**src/rtl/sram_ctrl_pkg.sv**
```systemverilog
// Shared pipeline definitions for the 16-bit external SRAM memory stage.
// Holds the controller state encoding and the SRAM bus geometry.
package sram_ctrl_pkg;

   typedef enum logic [1:0] {
      IDLE = 2'd0,
      LOW  = 2'd1,
      HIGH = 2'd2,
      DONE = 2'd3
   } state_t;

   localparam logic [31:0] BASE_ADDR_DEFAULT = 32'd1024;
   localparam int          SRAM_ADDR_W       = 18;
   localparam int          SRAM_DATA_W       = 16;

endpackage

```
**src/rtl/sram_ctrl.sv**
```systemverilog
// Memory-stage controller: splits each 32-bit load/store into two 16-bit SRAM
// phases (low half, then high half) and stalls the pipeline until done.
module sram_ctrl
   import sram_ctrl_pkg::*;
#(
   parameter int unsigned WAIT_CYCLES = 1,
   parameter logic [31:0] BASE_ADDR   = BASE_ADDR_DEFAULT
)(
   input  logic                   clk,
   input  logic                   rst_n,
   input  logic                   rd_en,
   input  logic                   wr_en,
   input  logic [31:0]            address,
   input  logic [31:0]            write_data,
   output logic [31:0]            read_data,
   output logic                   ready,
   output logic [SRAM_ADDR_W-1:0] sram_addr,
   output logic [SRAM_DATA_W-1:0] sram_dq_out,
   output logic                   sram_dq_oe,
   input  logic [SRAM_DATA_W-1:0] sram_dq_in,
   output logic                   sram_we_n
);

   localparam logic [2:0] LAST_WAIT = 3'(WAIT_CYCLES);

   state_t                 state;
   logic [2:0]             wait_cnt;
   logic [SRAM_ADDR_W-2:0] word_idx;
   logic [31:0]            wdata;
   logic                   op_write;

   logic                   request;
   logic                   phase_end;
   logic [SRAM_ADDR_W-2:0] req_idx;

   assign request   = rd_en | wr_en;
   assign phase_end = (wait_cnt == LAST_WAIT);
   // Word index wraps modulo 2^17; addresses below BASE_ADDR alias high words.
   assign req_idx   = 17'((address - BASE_ADDR) >> 2);

   assign ready = (state == DONE) || ((state == IDLE) && !request);

   always_ff @(posedge clk or negedge rst_n) begin
      if (!rst_n) begin
         state       <= IDLE;
         wait_cnt    <= 3'd0;
         word_idx    <= '0;
         wdata       <= 32'd0;
         op_write    <= 1'b0;
         read_data   <= 32'd0;
         sram_addr   <= '0;
         sram_dq_out <= '0;
         sram_dq_oe  <= 1'b0;
         sram_we_n   <= 1'b1;
      end else begin
         case (state)
            IDLE: begin
               if (request) begin
                  state       <= LOW;
                  wait_cnt    <= 3'd0;
                  word_idx    <= req_idx;
                  wdata       <= write_data;
                  op_write    <= wr_en;
                  sram_addr   <= {req_idx, 1'b0};
                  sram_dq_out <= write_data[15:0];
                  sram_dq_oe  <= wr_en;
                  sram_we_n   <= ~wr_en;
               end
            end
            LOW: begin
               if (phase_end) begin
                  state       <= HIGH;
                  wait_cnt    <= 3'd0;
                  sram_addr   <= {word_idx, 1'b1};
                  sram_dq_out <= wdata[31:16];
                  if (!op_write) begin
                     read_data[15:0] <= sram_dq_in;
                  end
               end else begin
                  wait_cnt <= wait_cnt + 3'd1;
               end
            end
            HIGH: begin
               if (phase_end) begin
                  state      <= DONE;
                  wait_cnt   <= 3'd0;
                  sram_dq_oe <= 1'b0;
                  sram_we_n  <= 1'b1;
                  if (!op_write) begin
                     read_data[31:16] <= sram_dq_in;
                  end
               end else begin
                  wait_cnt <= wait_cnt + 3'd1;
               end
            end
            DONE: begin
               state <= IDLE;
            end
            default: begin
               state <= IDLE;
            end
         endcase
      end
   end

endmodule

```
**config.mk**
```make
export PLATFORM = sky130hd
export DESIGN_NAME = sram_ctrl
export DESIGN_NICKNAME = d
export VERILOG_FILES = /design/src/rtl/sram_ctrl_pkg.sv /design/src/rtl/sram_ctrl.sv
export SDC_FILE = /design/constraint.sdc
export NUM_CORES = 1
export LEC_CHECK = 0
export CAP_MARGIN = 30
export CORE_MARGIN = 3
export CORE_UTILIZATION = 40
export CTS_CLUSTER_DIAMETER = 60
export DETAILED_ROUTE_END_ITERATION = 12
export DONT_BUFFER_PORTS = 1
export GPL_TIMING_DRIVEN = 0
export PLACE_DENSITY = 0.62
export SETUP_SLACK_MARGIN = 0.2
export SYNTH_ARGS = -nofsm -noshare
export SYNTH_HDL_FRONTEND = slang
export SYNTH_SLANG_ARGS = --single-unit
```
**constraint.sdc**
```tcl
create_clock -name clk -period 1.86 [get_ports clk]
set_input_delay 0.372 -clock clk [delete_from_list [all_inputs] [get_ports clk]]
set_output_delay 0.372 -clock clk [all_outputs]
set_load 0.01 [all_outputs]
```
== Yosys cells after proc, flatten, opt, wreduce, memory -nomap -nowiden ==
Cells that the tools add are included.

* Output and inout port bits: 69
* Input port bits: 84
* Flip-flop bits (word level): 123

* Add/subtract/negate cells: 2
* Reductions and logical operators: 15
* Eq/ne operators: 7
* Muxes and demuxes: 19
* Bitwise operators: 3

{| class="wikitable"
|+ Operators with widths
! kind !! count
|-
| $mux W18 || 2
|-
| $pmux W18 S2 || 1
|-
| $mux W16 || 2
|-
| $pmux W16 S2 || 1
|-
| $sub A19 B11 Y19 const B || 1
|-
| $reduce_and A3 Y1 || 5
|-
| $pmux W2 S4 || 1
|-
| $mux W2 || 3
|-
| $mux W3 || 2
|-
| $ne A2 B2 Y1 const B || 3
|-
| $pmux W3 S2 || 1
|-
| $reduce_bool A2 Y1 || 3
|-
| $eq A2 B2 Y1 const B || 2
|-
| $mux W1 || 4
|-
| $pmux W1 S2 || 2
|-
| $reduce_and A2 Y1 || 2
|-
| $add A3 B1 Y3 const B || 1
|-
| $eq A3 B1 Y1 const B || 1
|-
| $eq A2 B1 Y1 const B || 1
|-
| $logic_not A2 Y1 || 1
|-
| $not A1 Y1 || 2
|-
| $reduce_or A2 Y1 || 1
|-
| $logic_and A1 B1 Y1 || 1
|-
| $logic_not A1 Y1 || 1
|-
| 2 further kinds || 2
|}

== Logic depth before layout (Yosys ltp) ==
Gate-level depths: netlist of run 1.

* Depth in word-level cells: 4
* Mapped depth: 9
* Gate-level depth less buffers: 6

== Least setup slack after synthesis of run 1 ==
OpenSTA, ideal clock, no wires.

* Path type: register to register
* Start: register state[0]
* End: register state[1]
* Clock period less this slack: 1.846 ns
* Cell stages (with the launch flop): 7
* Library setup time: 0.125 ns
* Buffers on the path: 1
* Arrival: 1.721 ns
* Data required time: 1.735 ns
* Path slack: 0.014 ns
* Cell sequence: dfrtp_1 inv_1 ha_1 buf_2 or3b_2 o21ai_0 mux2_2

* Longest elaborated chain between the ends: 3
* Elaborated cells on any way between the ends: 9
* Classes of those cells: eq/ne (6); mux (1); reduce/logical (2)

{| class="wikitable"
|+ Ends and longest elaborated chain
! what !! RTL line !! RTL
|-
| start: declaration || sram_ctrl.sv:26 || <nowiki>state_t state;</nowiki>
|-
| start signal: assignment || sram_ctrl.sv:45 || <nowiki>state <= IDLE;</nowiki>
|-
| start signal: assignment || sram_ctrl.sv:59 || <nowiki>state <= LOW;</nowiki>
|-
| start signal: assignment || sram_ctrl.sv:72 || <nowiki>state <= HIGH;</nowiki>
|-
| $eq A2 B2 Y1, or another cell as far along || sram_ctrl.sv:56 || <nowiki>case (state)</nowiki>
|-
| $ne A2 B2 Y1 (no source line) || n/a ||
|-
| $reduce_and A3 Y1 (no source line) || n/a ||
|}

Parallel ways exist; a longest one is shown, timed or not.
A chain may end at the register's enable or synchronous reset.

== Worst setup path after layout of run 1 ==
* Start: register state[0]
* End: output port ready

* Longest elaborated chain between the ends: 3
* Elaborated cells on any way between the ends: 4
* Classes of those cells: eq/ne (1); reduce/logical (3)

{| class="wikitable"
|+ Ends and longest elaborated chain
! what !! RTL line !! RTL
|-
| $logic_not A2 Y1 || sram_ctrl.sv:41 || <nowiki>assign ready = (state == DONE) || ((state == IDLE) && !request);</nowiki>
|-
| $logic_and A1 B1 Y1 || sram_ctrl.sv:41 ||
|-
| $logic_or A1 B1 Y1 (*) || sram_ctrl.sv:41 ||
|-
| end: declaration || sram_ctrl.sv:16 || <nowiki>output logic ready,</nowiki>
|}

Mark *: on every way between the ends. The rest lies on a longest branch, timed or not.

==> flow_metrics.env, run 1 <==
export IMPL_outcome="finished, violations left"
export IMPL_violations="negative hold slack, negative setup slack"
export IMPL_die_w_um=113
export IMPL_via_count=3001
export IMPL_area_delta_synth_final_pct=30.7
export IMPL_switchingPower_mw=4.37
export IMPL_postRouteAntennaNets=0
export IMPL_synth_distinct_cells=36
export IMPL_placed_area_um2=4800
export IMPL_wl_per_cell_um=19.9
export IMPL_grt_max_degree=108
export IMPL_die_h_um=113
export IMPL_ys_warn_count=0
export IMPL_reg2reg_to="state[1]"
export IMPL_ys_ff_latch=107
export IMPL_final_nets=509
export IMPL_seq_power_share_pct=38.6
export IMPL_synth_top_area_share_pct=57.9
export IMPL_r2r_start="state[0]"
export IMPL_tightest_slew_ns=0.423
export IMPL_ys_seq_area_share_pct=58.5
export IMPL_clkSinkCount=107
export IMPL_criticalPathCategory="reg2out"
export IMPL_viasPerCell=5.33
export IMPL_ioPinCount=153
export IMPL_grt_pass1_wl_um=16300
export IMPL_fin_crit_sh_pct=105
export IMPL_combPwrFrac_pct=46.5
export IMPL_syn_nets=460
export IMPL_fmax_mhz=511
export IMPL_start_util_pct=41.5
export IMPL_seq_area_um2=2680
export IMPL_htreeDepth=3
export IMPL_synth_top_area_cell="dfrtp_1"
export IMPL_rsz0062_at_grt="yes"
export IMPL_core_um2=11000
export IMPL_netlist_area_um2=4580
export IMPL_num_antenna_cells=0
export IMPL_multi_input_area_um2=2180
export IMPL_slew_viol_final=0
export IMPL_crit_arrival_ns=1.59
export IMPL_place_hpwl_um=6970
export IMPL_end_kind="output port"
export IMPL_cts_tree="yes"
export IMPL_p_clk_share_pct=14.9
export IMPL_hold_violations=107
export IMPL_required_ns=1.49
export IMPL_wl_um=11200
export IMPL_nFillCells=920
export IMPL_avgSynthCellArea_um2=12.3
export IMPL_relSlewSlack_pct=71.7
export IMPL_worstRegToRegCells=8
export IMPL_period_needed_ns=1.96
export IMPL_place_gp_congestion=0.773
export IMPL_cts_path_max_buffers=2
export IMPL_power_density_nw_per_um2=2040
export IMPL_fin_ws_ns=-0.0985
export IMPL_cts_clk_slew_worst_paths_ns=0.07
export IMPL_whs_ns=-0.272
export IMPL_antenna_found_initial=0
export IMPL_cts_buffers=9
export IMPL_p_leak_nw=2.81
export IMPL_grt_overflow_total=0
export IMPL_async_reset_ff_share_pct=100
export IMPL_peakVddDrop_v=0.000950
export IMPL_swShare_pct=35.8
export IMPL_track_usage_pct=16.0
export IMPL_ys_flop_type="dfrtp_1"
export IMPL_finalSetupViolCount=5
export IMPL_p_int_mw=7.84
export IMPL_ctsRootBufferMaster="clkbuf_16"
export IMPL_grt_pass1_vias=3215
export IMPL_critical_path_max_fanout=5
export IMPL_dieArea_um2=12800
export IMPL_port_buffers=0
export IMPL_r2r_slack_ns=-0.09
export IMPL_cap_violations=0
export IMPL_rows=38
export IMPL_critPathLaunchType="flip-flop"
export IMPL_layout_drive_gt1_share_pct=39.2
export IMPL_drt_pass1_iter_count=4
export IMPL_setup_tns_ns=-0.252
export IMPL_finClkSkew_ns=0.00709
export IMPL_synth_area_top_cells="dfrtp_1 58%, mux2_2 15%, mux2i_1 5.5%, nand2_1 4.0%, o21ai_0 2.6%"
export IMPL_first_iter_violations=128
export IMPL_synth_edf_count=0
export IMPL_clock_latency_ns=0.34
export IMPL_worst_hold_path_type="in2async"
export IMPL_syn_inst=371
export IMPL_design_area_um2=5980
export IMPL_drc_errors=0
-- layout make-up --
class | count | area share, %
clock buffer | 13 | 4.52
clock inverter | 1 | 0.146
tap | 140 | 2.93
timing repair buffer | 38 | 7.38
sequential | 107 | 44.8
multi-input combinational | 238 | 36.5
inverter | 7 | 0.439
buffer | 19 | 3.35
-- per-stage QoR --
stage / instances / power, mW / setup WS (ns) / util, % / hold WS (ns)
4_1_cts: 543 / 10.5 / -0.0804 / 48.2 / -0.290
2_1_floorplan: 371 / 7.29 / 0.143 / - / 0.0764
6_report: 563 / 12.2 / -0.0985 / 54.2 / -0.272
3_5_place_dp: 511 / 8.24 / -0.102 / 43.5 / 0.0807
5_1_grt: 563 / 13.0 / -0.151 / 54.2 / -0.296
3_3_place_gp: 511 / 8.06 / -0.0661 / 43.5 / 0.0812
-- registers in the layout, summed over array words and instances (netlist names) --
name / cells
read_data: 32
state: 2
sram_dq_out: 16
sram_we_n: 1
wait_cnt: 3
op_write: 1
sram_addr: 18
word_idx: 17
wdata: 16
sram_dq_oe: 1
-- cell usage after synthesis (all sizes together), types with 4 or more instances --
library cell	instances
mux2i	25
o21ai	45
clkbuf	8
inv	7
mux2	59
ha	5
nand3	4
buf	11
o211ai	4
dfrtp	106
nand2	51
nor3b	4
a21oi	6
xnor2	5
nor2	9
-- timing repair --
item	in CTS	in global routing
endpoints found under the setup margin	83	91
setup buffers	16	16
gates cloned	2	4
resized for setup	23	132
pin swaps	5	14
endpoints found under the hold margin	107	107
-- worst max-delay path by stage --
stage          depth (start not counted)            to  slack [ns]  startpoint
2_1_floorplan                          6      state[1]        0.14    state[1]
3_3_place_gp                           6  sram_addr[4]       -0.07    state[1]
3_5_place_dp                           6  sram_addr[6]       -0.10    state[1]
4_1_cts                                5         ready       -0.08    state[1]
5_1_grt                                5         ready       -0.15    state[0]
6_report                               5         ready        -0.1    state[0]
-- per-layer routing --
metal	up-vias	global-route usage, %	part of all wire [%]	wire, um
met4	0	5.53	1.3	146
met2	116	26.4	48	5360
met3	11	6.63	10	1110
met1	1496	19.0	41	4570
met5	-	0	0	0
li1	1378	-	-	-
-- critical path, stage by stage, from the launching register on --
cell and delay (ns):
dfrtp_1 0.41, inv_2 0.09, ha_4 0.13, buf_6 0.11, or3b_4 0.40, nand2b_4 0.10
-- kinds of logic after synthesis --
group	count (synthesis)	synth area share, %
buffers and inverters	26	3.09
muxes	84	20.0
AOI/OAI and AO/OA	64	7.95
xor gates and xnor gates	7	1.34
and+or+nand+nor	78	7.76
DFF	107	58.5
adders and majority gates	5	1.37
-- placed cells by master (no fill, tap or decap), drive strengths merged, types with 6 or more instances in the layout --
| cell type | n |
|---|---|
| a21oi | 6 |
| buf | 48 |
| clkbuf | 22 |
| dfrtp | 106 |
| inv | 7 |
| mux2 | 59 |
| mux2i | 25 |
| nand2 | 51 |
| nor2 | 9 |
| o21ai | 45 |
-- power by group through the flow --
stage	sequential, mW	clock, mW	combinational [mW]
after floorplan	4.43	0	2.85
after global placement	4.68	0	3.38
after detailed placement	4.72	0	3.52
after CTS	4.68	1.86	3.98
after global routing	4.87	1.96	6.17
final	4.71	1.81	5.68
Note: power is estimated with default switching activity, not from simulation.
==> inputs of run 2 (changes only) <==
- CTS_CLUSTER_DIAMETER: 60 -> not set
- REMOVE_ABC_BUFFERS: not set -> 1
- TNS_END_PERCENT: not set -> 50
==> run 2 against run 1 <==
Combinational power rose by 4.4%. Sequential cell count did not move. The flow still finishes with violations (negative hold slack, negative setup slack). Worst setup slack improved by 0.087 ns. Register-to-register slack improved by 0.14 ns. Via count fell by 2.6%. Largest cell class unchanged. Final cell count fell by 3.6%. Maximum frequency rose by 4.7%. Highest routed layer unchanged. Clock skew barely moved.
==> flow_metrics.env, run 2 (synthesized netlist as in run 1, its figures left out) <==
export IMPL_num_antenna_cells=0
export IMPL_criticalPathCategory="reg2out"
export IMPL_grt_max_degree=108
export IMPL_final_cell_count_no_fill=543
export IMPL_whs_ns=-0.282
export IMPL_worst_hold_path_type="in2async"
export IMPL_tightest_slew_ns=0.439
export IMPL_ioPinCount=153
export IMPL_track_usage_pct=17.8
export IMPL_finalSetupViolCount=1
export IMPL_wl_um=11400
export IMPL_violations="negative hold slack, negative setup slack"
export IMPL_slew_viol_final=0
export IMPL_grt_pass1_wl_um=17600
export IMPL_p_total_mw=12.8
export IMPL_cts_path_max_buffers=2
export IMPL_fin_ws_ns=-0.0113
export IMPL_max_stage_delay_ns=0.41
export IMPL_start_util_pct=41.5
export IMPL_setup_tns_ns=-0.0113
export IMPL_relSlewSlack_pct=70.5
export IMPL_cts_buffers=9
export IMPL_antenna_found_initial=0
export IMPL_finClkSkew_ns=0.00673
export IMPL_htreeDepth=3
export IMPL_largestRegisters="read_data: 32 flops, sram_addr: 18 flops, word_idx: 17 flops"
export IMPL_rows=38
export IMPL_pre_cts_ws_ns=-0.664
export IMPL_fin_crit_sh_pct=101
export IMPL_slowest_stage="dfrtp_1"
export IMPL_die_w_um=113
export IMPL_crit_arrival_ns=1.50
export IMPL_clock_latency_ns=0.34
export IMPL_critical_path_max_fanout=3
export IMPL_p_int_mw=8.22
export IMPL_layout_common_cells="106 x dfrtp_1, 39 x nand2_1, 34 x mux2_4"
export IMPL_drt_pass1_iter_count=6
export IMPL_wl_per_cell_um=20.9
export IMPL_grt_pass1_vias=3197
export IMPL_postRouteAntennaNets=0
export IMPL_drc_errors=0
export IMPL_combPwrFrac_pct=46.3
export IMPL_largest_register_ffs=32
export IMPL_final_nets=487
export IMPL_seq_power_share_pct=36.8
export IMPL_outcome="finished, violations left"
export IMPL_swShare_pct=35.9
export IMPL_required_ns=1.49
export IMPL_port_buffers=0
export IMPL_worstRegToRegCells=5
export IMPL_cap_violations=0
export IMPL_peakVddDrop_v=0.000979
export IMPL_area_delta_synth_final_pct=28.9
export IMPL_layout_drive_gt1_share_pct=40.0
export IMPL_crit_chain="inv_2, ha_4, or3b_4, nand2b_4"
export IMPL_place_gp_congestion=0.766
export IMPL_clkSinkCount=107
export IMPL_top_register="read_data"
export IMPL_viasPerCell=5.38
export IMPL_ctsRootBufferMaster="clkbuf_16"
export IMPL_cts_clk_slew_worst_paths_ns=0.07
export IMPL_die_h_um=113
export IMPL_core_um2=11000
export IMPL_power_density_nw_per_um2=2170
export IMPL_end_kind="output port"
export IMPL_nFillCells=917
export IMPL_dieArea_um2=12800
export IMPL_place_hpwl_um=6620
export IMPL_switchingPower_mw=4.60
export IMPL_via_count=2924
export IMPL_mostFrequentLayoutCell="dfrtp_1"
export IMPL_hold_violations=107
export IMPL_first_iter_violations=147
export IMPL_p_leak_nw=2.66
export IMPL_cts_tree="yes"
export IMPL_p_clk_share_pct=16.9
export IMPL_place_inst=495
export IMPL_period_needed_ns=1.87
export IMPL_fmax_mhz=534
export IMPL_critPathLaunchType="flip-flop"
export IMPL_rsz0062_at_grt="yes"
export IMPL_grt_overflow_total=0
-- run 2: cell types whose count changed in the layout (fill, tap and decap cells not counted), moves of 7 or more --
cell	previous run	this run
buf_6	19	4
buf_16	0	7
mux2_2	0	25
mux2_4	59	34
o21ai_1	23	12
o21ai_2	6	18
-- run 2: worst max-delay path: cells and delay by family (launching register included) --
kind                     cells  cell delay [ns]
AND/OR/NAND/NOR              2             0.49
flip-flops                   1             0.41
adder cells (fa/ha/maj)      1             0.15
buffers and inverters        1             0.11
-- run 2: final cells by class --
type	instances	area (um2)	share of cell area [%]
clock buffers	9	225	3.82
flip-flops and latches	107	2680	45.4
inverters	7	26.3	0.445
multi-input cells	238	2140	36.2
well taps	140	175	2.97
repair buffers	35	543	9.20
clock inverters	7	116	1.97
-- run 2: layer usage --
metal  part of all wire (%)  GRT usage, %
met4                    2.1          6.97
met5                      0             0
met2                     51          30.0
met3                    6.2          5.94
met1                     40          21.0
-- run 2: final timing paths --
check | endpoint | slack [ns] | startpoint
min reg2reg | word_idx[10] | 0.49 | word_idx[10]
max | ready | -0.01 | state[1]
max reg2reg | read_data[14] | 0.05 | wait_cnt[2]
min | state[1] | -0.28 | rst_n
min in group clk | word_idx[8] | 0.13 | address[10]
max in group asynchronous | sram_we_n | 1.95 | rst_n
-- run 2: what timing repair did --
action,in CTS,in global routing
gates cloned,7,1
hold endpoints to repair,107,107
resized for setup,59,56
setup endpoints to repair,104,79
pin swaps,25,10
buffers inserted,18,6
-- run 2: power by group through the flow --
| stage | Clock [mW] | Sequential [mW] | Combinational [mW] |
|---|---|---|---|
| global placement | 0 | 4.66 | 2.96 |
| CTS | 2.22 | 4.70 | 5.26 |
| finish | 2.17 | 4.71 | 5.93 |
| floorplan | 0 | 4.43 | 2.56 |
| global route | 2.33 | 4.85 | 6.42 |
| detailed placement | 0 | 4.71 | 3.31 |
-- run 2: per-stage QoR --
stage / area, um2 / util (%)
after floorplan: 4460 / -
after global placement: 4640 / 42.0
after detailed placement: 4720 / 42.8
after CTS: 5620 / 51.0
after global routing: 5900 / 53.5
final: 5900 / 53.5
==> inputs of run 3 (changes only) <==
- DONT_BUFFER_PORTS: 1 -> not set
- PLACE_DENSITY: 0.62 -> 0.8
==> run 3 against run 2 <==
The run ends with negative setup slack left. Sequential cell count unchanged. Final cell count up 29%. Clock skew up 0.0055 ns. Register-to-register slack worse by 0.11 ns. Critical path type unchanged. Largest cell class unchanged.
==> flow_metrics.env, run 3 (synthesized netlist as in run 1, its figures left out) <==
export IMPL_largestRegisters="read_data: 32 flops, sram_addr: 18 flops, word_idx: 17 flops"
export IMPL_antenna_found_initial=0
export IMPL_outcome="finished, violations left"
export IMPL_cts_buffers=9
export IMPL_largest_register_ffs=32
export IMPL_relSlewSlack_pct=62.2
export IMPL_track_usage_pct=20.8
export IMPL_cts_path_max_buffers=2
export IMPL_critical_path_buf_inv_count=2
export IMPL_finClkSkew_ns=0.0123
export IMPL_die_w_um=113
export IMPL_cap_violations=0
export IMPL_layout_drive_gt1_share_pct=34.5
export IMPL_fin_util_pct=68.0
export IMPL_num_antenna_cells=0
export IMPL_top_register="read_data"
export IMPL_crit_chain="inv_2, ha_4, or3b_4, nand2b_1, buf_2"
export IMPL_wl_per_cell_um=20.2
export IMPL_ctsRootBufferMaster="clkbuf_16"
export IMPL_start_util_pct=41.5
export IMPL_critPathLaunchType="flip-flop"
export IMPL_place_hpwl_um=7670
export IMPL_rsz0062_at_grt="yes"
export IMPL_cts_clk_slew_worst_paths_ns=0.08
export IMPL_via_count=3760
export IMPL_drt_pass1_iter_count=4
export IMPL_end_kind="output port"
export IMPL_rows=38
export IMPL_port_buffers=137
export IMPL_finalSetupViolCount=31
export IMPL_ioPinCount=153
export IMPL_dieArea_um2=12800
export IMPL_die_h_um=113
export IMPL_fin_ws_ns=-0.128
export IMPL_slew_viol_final=0
export IMPL_wl_um=14200
export IMPL_mostFrequentLayoutCell="dfrtp_1"
export IMPL_grt_pass1_wl_um=20900
export IMPL_setup_tns_ns=-0.790
export IMPL_grt_overflow_total=0
export IMPL_tightest_slew_ns=0.567
export IMPL_critical_path_max_fanout=2
export IMPL_hold_buffers=0
export IMPL_power_density_nw_per_um2=1900
export IMPL_period_needed_ns=1.99
export IMPL_drc_errors=0
export IMPL_clkSinkCount=107
export IMPL_hold_violations=0
export IMPL_htreeDepth=3
export IMPL_max_stage_delay_ns=0.40
export IMPL_crit_arrival_ns=1.62
export IMPL_place_gp_congestion=0.763
export IMPL_cts_tree="yes"
export IMPL_worst_hold_path_type="in2async"
export IMPL_first_iter_violations=271
export IMPL_slowest_stage="dfrtp_1"
export IMPL_final_nets=643
export IMPL_grt_max_degree=67
export IMPL_grt_pass1_vias=4004
export IMPL_clock_latency_ns=0.34
export IMPL_fmax_mhz=503
export IMPL_path_delay_family="simple AND/OR/NAND/NOR gates"
export IMPL_peakVddDrop_v=0.00116
export IMPL_layout_common_cells="106 x dfrtp_1, 103 x clkdlybuf4s50_1, 37 x mux2_4"
export IMPL_required_ns=1.49
export IMPL_p_leak_nw=3.56
export IMPL_fin_crit_sh_pct=107
export IMPL_core_um2=11000
export IMPL_area_delta_synth_final_pct=63.9
export IMPL_postRouteAntennaNets=0
export IMPL_viasPerCell=5.38
export IMPL_violations="negative setup slack"
export IMPL_criticalPathCategory="reg2out"
## run 3: cell count changes in the layout (fill, tap and decap cells not counted), moves of 3 or more
| cell | change |
|---|---|
| a211o_4 | +7 |
| nand2_2 | +19 |
| dlygate4sd2_1 | +3 |
| dlymetal6s2s_1 | +29 |
| mux2_2 | -3 |
| mux2_4 | +3 |
| clkdlybuf4s50_1 | +103 |
| nand2_1 | -14 |
| nand2_4 | -5 |
| buf_4 | +5 |
| buf_16 | -5 |
| buf_6 | +11 |
## run 3: worst paths after layout
path | from | endpoint | slack, ns | cells after the start
hold reg to reg | word_idx[11] | word_idx[11] | 0.48 | 2
max in group asynchronous | rst_n | sram_we_n | 1.09 | 2
setup / recovery | state[1] | ready | -0.13 | 5
setup reg to reg | state[1] | sram_addr[12] | -0.06 | 8
hold / removal | rst_n | word_idx[11] | 0.02 | 1
min in group clk | word_idx[11] | word_idx[11] | 0.48 | 2
## run 3: report_power, final
group	total, mW	internal (mW)	switching [mW]
Clock	1.91	1.08	0.838
Combinational	8.08	4.40	3.67
Sequential	4.23	3.53	0.702
Total	14.2	9.01	5.21
## run 3: metal layers
metal  track usage [%]  wire (um)
met5                 0          0
met4              7.61        285
met3              4.92        768
met2              35.2       7190
met1              26.0       5910
## run 3: layout make-up
cell class / instances / area [um2]
inverter: 7 / 26.3
fill: 780 / 3530
tap: 140 / 175
multi-input combinational: 247 / 2330
sequential: 107 / 2680
timing repair buffer: 182 / 2000
clock buffer: 11 / 243
clock inverter: 5 / 52.6
## run 3: timing repair
action | in CTS | in global routing
cloned | 9 | 3
pin swaps | 50 | 29
gates resized for setup | 78 | 98
setup endpoints to repair | 94 | 128
setup buffers | 25 | 14
## run 3: through the flow
stage / instances / hold WS, ns / worst slack, ns / area (um2) / power, mW
3_5_place_dp: 632 / 0.399 / -0.808 / 6090 / 9.57
5_1_grt: 699 / 0.0621 / -0.173 / 7500 / 15.0
6_report: 699 / 0.0200 / -0.128 / 7500 / 14.2
4_1_cts: 682 / 0.0304 / -0.0839 / 7010 / 13.3
3_3_place_gp: 629 / 0.463 / -3.54 / 6010 / 9.20
2_1_floorplan: 352 / 0.0764 / -1.28 / 4460 / 6.99
